File: config.mk
export PLATFORM = sky130hd
export DESIGN_NAME = fetch_stage
export DESIGN_NICKNAME = d
export VERILOG_FILES = /design/src/rtl/fetch_stage.sv
export SDC_FILE = /design/constraint.sdc
export NUM_CORES = 1
export LEC_CHECK = 0
export CAP_MARGIN = 0
export CORE_ASPECT_RATIO = 0.6
export CORE_MARGIN = 4
export CORE_UTILIZATION = 43
export CTS_CLUSTER_DIAMETER = 50
export CTS_CLUSTER_SIZE = 12
export DETAILED_ROUTE_END_ITERATION = 7
export PLACE_DENSITY = 0.66
export SYNTH_ARGS = -nofsm -noshare
export SYNTH_HDL_FRONTEND = slang
export SYNTH_SLANG_ARGS = --single-unit
File: constraint.sdc
create_clock -name clk -period 11.4 [get_ports clk]
set_input_delay 1.14 -clock clk [delete_from_list [all_inputs] [get_ports clk]]
set_output_delay 1.14 -clock clk [all_outputs]
set_load 0.005 [all_outputs]
File: src/rtl/fetch_stage.sv
// IF stage: owns the fetch PC, issues in-order word reads to imem and buffers {pc, instr} for decode.
// Optional build macro FETCH_BYPASS_EN forwards a response to decode in the same cycle when idle.
module fetch_stage #(
  parameter logic [31:0] RESET_PC   = 32'h0000_0000,
  parameter int unsigned FIFO_DEPTH = 2
) (
  input  logic        clk,
  input  logic        rst,
  output logic        imem_req_valid,
  input  logic        imem_req_ready,
  output logic [31:0] imem_req_addr,
  input  logic        imem_resp_valid,
  input  logic [31:0] imem_resp_data,
  input  logic        redirect_valid,
  input  logic [31:0] redirect_pc,
  input  logic        stall_d,
  output logic        instr_valid_d,
  output logic [31:0] instr_d,
  output logic [31:0] pc_d,
  output logic [31:0] pc_plus4_d
);

  localparam int unsigned PtrW  = (FIFO_DEPTH > 1) ? $clog2(FIFO_DEPTH) : 1;
  localparam int unsigned CntW  = PtrW + 1;
  localparam int unsigned DropW = 16;
  localparam logic [CntW:0] DepthLimit = (CntW + 1)'(FIFO_DEPTH);
  localparam logic [31:0]   Nop        = 32'h0000_0013;

  logic [31:0]      fetch_pc_q, fetch_pc_d;
  logic [CntW-1:0]  out_q, out_d;
  logic [DropW-1:0] drop_q, drop_d;
  logic [CntW-1:0]  cnt_q, cnt_d;
  logic [PtrW-1:0]  rd_ptr_q, rd_ptr_d, wr_ptr_q, wr_ptr_d;
  logic [PtrW-1:0]  sh_rd_q, sh_rd_d, sh_wr_q, sh_wr_d;

  logic [31:0] buf_pc_q  [FIFO_DEPTH];
  logic [31:0] buf_ins_q [FIFO_DEPTH];
  logic [31:0] sh_pc_q   [FIFO_DEPTH];

  logic          accept, resp_take, resp_drop, fifo_empty, bypass, push, pop;
  logic [CntW:0] credit_used;
  logic [31:0]   resp_pc;

  // Credit counts only registered state: a pop this cycle frees no slot until next cycle.
  assign credit_used    = {1'b0, out_q} + {1'b0, cnt_q};
  assign imem_req_valid = !rst && !redirect_valid && (credit_used < DepthLimit);
  assign imem_req_addr  = fetch_pc_q;
  assign accept         = imem_req_valid && imem_req_ready;

  assign resp_drop  = imem_resp_valid && (drop_q != '0);
  assign resp_take  = imem_resp_valid && (drop_q == '0);
  assign resp_pc    = sh_pc_q[sh_rd_q];
  assign fifo_empty = (cnt_q == '0);

`ifdef FETCH_BYPASS_EN
  assign bypass = resp_take && fifo_empty && !redirect_valid;
`else
  assign bypass = 1'b0;
`endif

  assign pop  = !fifo_empty && !stall_d;
  // A bypassed word consumed by decode this cycle never enters the buffer.
  assign push = resp_take && !(bypass && !stall_d);

  always_comb begin
    instr_valid_d = 1'b1;
    instr_d       = buf_ins_q[rd_ptr_q];
    pc_d          = buf_pc_q[rd_ptr_q];
    if (fifo_empty) begin
      if (bypass) begin
        instr_d = imem_resp_data;
        pc_d    = resp_pc;
      end else begin
        instr_valid_d = 1'b0;
        instr_d       = Nop;
        pc_d          = '0;
      end
    end
  end

  assign pc_plus4_d = pc_d + 32'd4;

  always_comb begin
    fetch_pc_d = fetch_pc_q;
    out_d      = out_q;
    drop_d     = drop_q;
    cnt_d      = cnt_q;
    rd_ptr_d   = rd_ptr_q;
    wr_ptr_d   = wr_ptr_q;
    sh_rd_d    = sh_rd_q;
    sh_wr_d    = sh_wr_q;
    if (redirect_valid) begin
      // Every request still in flight returns a stale word that must be discarded.
      fetch_pc_d = redirect_pc & ~32'h3;
      drop_d     = drop_q + DropW'(out_q) - DropW'(imem_resp_valid);
      out_d      = '0;
      cnt_d      = '0;
      rd_ptr_d   = '0;
      wr_ptr_d   = '0;
      sh_rd_d    = '0;
      sh_wr_d    = '0;
    end else begin
      if (accept) begin
        fetch_pc_d = fetch_pc_q + 32'd4;
        sh_wr_d    = sh_wr_q + PtrW'(1);
      end
      if (resp_take) begin
        sh_rd_d = sh_rd_q + PtrW'(1);
      end
      if (resp_drop) begin
        drop_d = drop_q - DropW'(1);
      end
      if (push) begin
        wr_ptr_d = wr_ptr_q + PtrW'(1);
      end
      if (pop) begin
        rd_ptr_d = rd_ptr_q + PtrW'(1);
      end
      out_d = out_q + CntW'(accept) - CntW'(resp_take);
      cnt_d = cnt_q + CntW'(push) - CntW'(pop);
    end
  end

  always_ff @(posedge clk) begin
    if (rst) begin
      fetch_pc_q <= RESET_PC;
      out_q      <= '0;
      drop_q     <= '0;
      cnt_q      <= '0;
      rd_ptr_q   <= '0;
      wr_ptr_q   <= '0;
      sh_rd_q    <= '0;
      sh_wr_q    <= '0;
    end else begin
      fetch_pc_q <= fetch_pc_d;
      out_q      <= out_d;
      drop_q     <= drop_d;
      cnt_q      <= cnt_d;
      rd_ptr_q   <= rd_ptr_d;
      wr_ptr_q   <= wr_ptr_d;
      sh_rd_q    <= sh_rd_d;
      sh_wr_q    <= sh_wr_d;
    end
  end

  always_ff @(posedge clk) begin
    if (accept) begin
      sh_pc_q[sh_wr_q] <= fetch_pc_q;
    end
    if (push && !redirect_valid && !rst) begin
      buf_pc_q[wr_ptr_q]  <= resp_pc;
      buf_ins_q[wr_ptr_q] <= imem_resp_data;
    end
  end

endmodule
==> summary by stage <==
Status
The flow ran to the end, and the final reports show no timing, DRC or antenna violations.

GRT
The via count of the first global-routing pass is ~7,800. The maximum number of pins on one net before global-route repair is 63. The total global-route track usage is approximately a fifth. The initial antenna violation count is 1. Summed over all layers, the global routing overflow is 0. The first global-routing pass estimated 44.6 mm of wire.

Clock tree
After clock tree synthesis, the clock-pin slew on the worst setup and hold paths is 0.06 ns. The post-CTS setup repair buffer count is 0. The largest buffer count on any clock path is 3. The post-cts resize count is 0. CTS saw 240 sinks. The number of clock buffers inserted by TritonCTS is 26.

The root buffer cell is clkbuf_16. The clock reaches the later pin of the worst-skew pair after 0.52 ns. The H-tree depth is 1. The TritonCTS clock tree is built.

In this run, post-CTS hold repair placed 0 buffers.

Setup path
In this design, the stage delay of the slowest critical-path cell is 0.77 ns. STA classifies the critical path endpoint as an output pin. The endpoint of the worst setup timing path is pc_plus4_d[31].

The worst setup path is launched from a flip-flop. The data required time at the worst endpoint is 10.26 ns. At the worst endpoint, the arrival time is 4.34 ns. The critical path is of the flip-flop to output pin type.

The signal on the critical path passes through buf_4, mux2i_1, nor3_1, nand4_1, or2_4, nor4_4, xor2_1, clkdlybuf4s50_1. The critical-path maximum fanout is 54. The slowest stage of the critical path is the buf_4 cell.

The end of the worst register-to-register path is out_q[1]. The launch instance of the worst register-to-register path is cnt_q[0]. The worst-case reg-to-reg path depth is 11.

The setup check on the worst reg-to-reg path leaves a slack of roughly 8.0 ns.

Timing
The setup violation total in the final timing report is 0. In the finished design, the share of the clock period the worst path needs comes to 48.1%. The final number of hold-violating endpoints is 0. The accumulated negative setup slack is 0 ns.

After layout, the minimum clock period comes to 5.48 ns. The worst setup skew after layout is 0.0166 ns. The tightest slew margin relative to the limit is about a quarter. The pin slew with the least headroom to its limit is 1.11 ns. Derived from the worst setup path, the maximum achievable clock frequency is 182 MHz.

Setup repair after global routing left no endpoint under its margin. The total count of max-transition violations in the final report is 0.

Yosys
The most used standard cell by instance count after synthesis is edfxtp_1. The fraction of post-synthesis cell area in the top cell type by area is 47.4%. For this run, the leading register cell type out of synthesis is edfxtp_1. The biggest area contributor in the post-synthesis netlist is edfxtp_1. After synthesis, the cell types taking the most area are edfxtp_1 (47%), dfxtp_1 (9.6%), mux2i_1 (5.4%), ha_1 (4.4%), nor2_1 (4.1%). The mean post-synth cell area is roughly 12 um^2. Sequential cells were found to cover 57.0% of the synthesized design area. The yosys synthesis warning count is 0. The post-synthesis sequential element count is 240. Summing every instance area after synthesis gives between 0.01 and 0.015 mm^2. The count of different cell masters after synthesis is between 60 and 70. The synthesized design contains 184 enable-type register cells. Ranked by instance count, the synthesized netlist is headed by edfxtp_1 (184), nor2_1 (126), mux2i_1 (63), nand2_1 (59), dfxtp_1 (56).

Counting flops with an async set or reset pin after synthesis yields a share of 0%. The cell count after synthesis is roughly 980.

Placement
Summed over all nets, the half-perimeter wirelength after detailed placement is roughly 20 mm. Port buffering added approximately 190 buffers. The congestion estimate from routability-driven global placement came to 0.895.

Power
The leakage power total is roughly 5 nW. The power density of the placed cells is around 170 mW/mm^2. The total design power is ~0.0024 W. The maximum vdd ir drop is slightly below 0.00009 V.

Min path
The worst hold path belongs to the class flip-flop to flip-flop. Along the worst hold path, the cell count comes to 2.

Final layout
Of the cells placed in the final design, the portion with a size suffix greater than 1 is 8.96%. The final layout net count is 1,287. The relative area change from synthesis to final layout is 26.4%.

Floorplan
After floorplanning, the core was divided into 46 placement rows. The boundary pin count is 200. The initial standard-cell utilization of the core is a little over two fifths.

The die is approximately 140 um tall. The area inside the core boundary is 0.0265 mm^2. From left edge to right edge, the die measures ~220 um. The floorplan die area is between 0.02 and 0.03 mm^2.

Drt
Using the TritonRoute via totals, the vias-per-cell ratio works out to roughly 5.3. In this run the remaining antenna-violating nets after routing total 0. The violation count after the first detailed-route iteration is 725. Dividing the detail-routed wire length by the instance count gives about 19 um.

The final route contains 8,255 vias. After detailed routing, the number of remaining DRC violations is 0. The first detailed-routing pass ran for 5 iterations. The total routed wirelength is 29.2 mm.

Job
Across the run, the number of max-cap violations was 0.
==> through the flow <==
step                      setup slack (ns)  hold WS [ns]  util (%)  cells  instance area (um^2)
final                                 5.92         0.512      55.6   1555                 14700
after global routing                  5.63         0.561      55.6   1555                 14700
after global placement                6.53         0.482      52.3   1506                 13900
after CTS                             5.90         0.509      55.6   1554                 14700
after detailed placement              6.45         0.493      52.3   1506                 13900
after floorplan                       4.74         0.472         -    989                 11700
==> sequential cells by signal, summed over array words and instances (netlist names), named ones only <==
| name | count |
|---|---|
| sh_rd_q | 1 |
| buf_ins_q | 64 |
| wr_ptr_q | 1 |
| buf_pc_q | 60 |
| sh_wr_q | 1 |
| drop_q | 16 |
| cnt_q | 2 |
| out_q | 2 |
| sh_pc_q | 60 |
| imem_req_addr | 30 |
| rd_ptr_q | 1 |
==> worst min path at each step <==
stage	startpoint	endpoint	slack, ns
5_1_grt	imem_req_addr[20]	sh_pc_q[1][20]	0.56
4_1_cts	sh_rd_q	flip-flop	0.51
2_1_floorplan	sh_rd_q	flip-flop	0.47
3_3_place_gp	sh_rd_q	flip-flop	0.48
3_5_place_dp	sh_rd_q	flip-flop	0.49
6_report	sh_rd_q	flip-flop	0.51
==> kinds of logic (layout without fill, tap and decap cells) <==
| kind of cell | Yosys count | after routing | synth area share, % |
|---|---|---|---|
| XOR/XNOR | 65 | 65 | 4.88 |
| AO/OA/AOI/OAI | 132 | 132 | 7.56 |
| buffers and inverters | 92 | 297 | 3.74 |
| AND/OR/NAND/NOR | 314 | 314 | 13.4 |
| other | 1 | 7 | 0.0321 |
| multiplexers | 97 | 97 | 8.69 |
| flip-flops | 240 | 240 | 57.0 |
| adder cells (fa/ha/maj) | 43 | 43 | 4.74 |
==> layout make-up <==
| class | instances | area (um^2) |
|---|---|---|
| Clock inverter | 6 | 90.1 |
| Tap cell | 360 | 450 |
| Antenna cell | 1 | 2.50 |
| Inverter | 47 | 176 |
| Fill cell | 2246 | 11800 |
| Sequential cell | 240 | 6650 |
| Timing Repair Buffer | 202 | 1990 |
| Multi-Input combinational cell | 657 | 4620 |
| Clock buffer | 42 | 763 |
==> report_power, final <==
part           switching, W  internal (W)
sequential        0.0000318      0.000975
clock              0.000336      0.000505
combinational      0.000332      0.000269
==> metal layers <==
layer / part of all wire [%] / vias up / wire [um] / track usage [%]
met4: 1.7 / 0 / 487 / 3.67
li1: - / 3961 / - / -
met1: 49 / 3974 / 14200 / 29.2
met5: 0 / - / 0 / 0
met3: 6.9 / 34 / 2010 / 3.18
met2: 43 / 286 / 12500 / 27.9
==> worst max-delay path: cells and delay by family, from the launching register on <==
kind,cells,cell delay [ns]
AND/OR/NAND/NOR,4,1.49
buffers and inverters,2,1.29
flip-flops,1,0.56
multiplexers,1,0.28
XOR/XNOR,1,0.19
==> cells in the final DEF (no fill, tap or decap), types with 28 or more instances in the layout <==
cell / instances
dfxtp_1: 54
edfxtp_1: 184
a21oi_1: 38
ha_1: 41
inv_1: 47
mux2_2: 34
nor2_1: 125
clkbuf_16: 28
nand2_1: 59
mux2i_1: 63
xnor2_1: 46
clkdlybuf4s50_1: 190
Power figures use the tool's default switching activity.
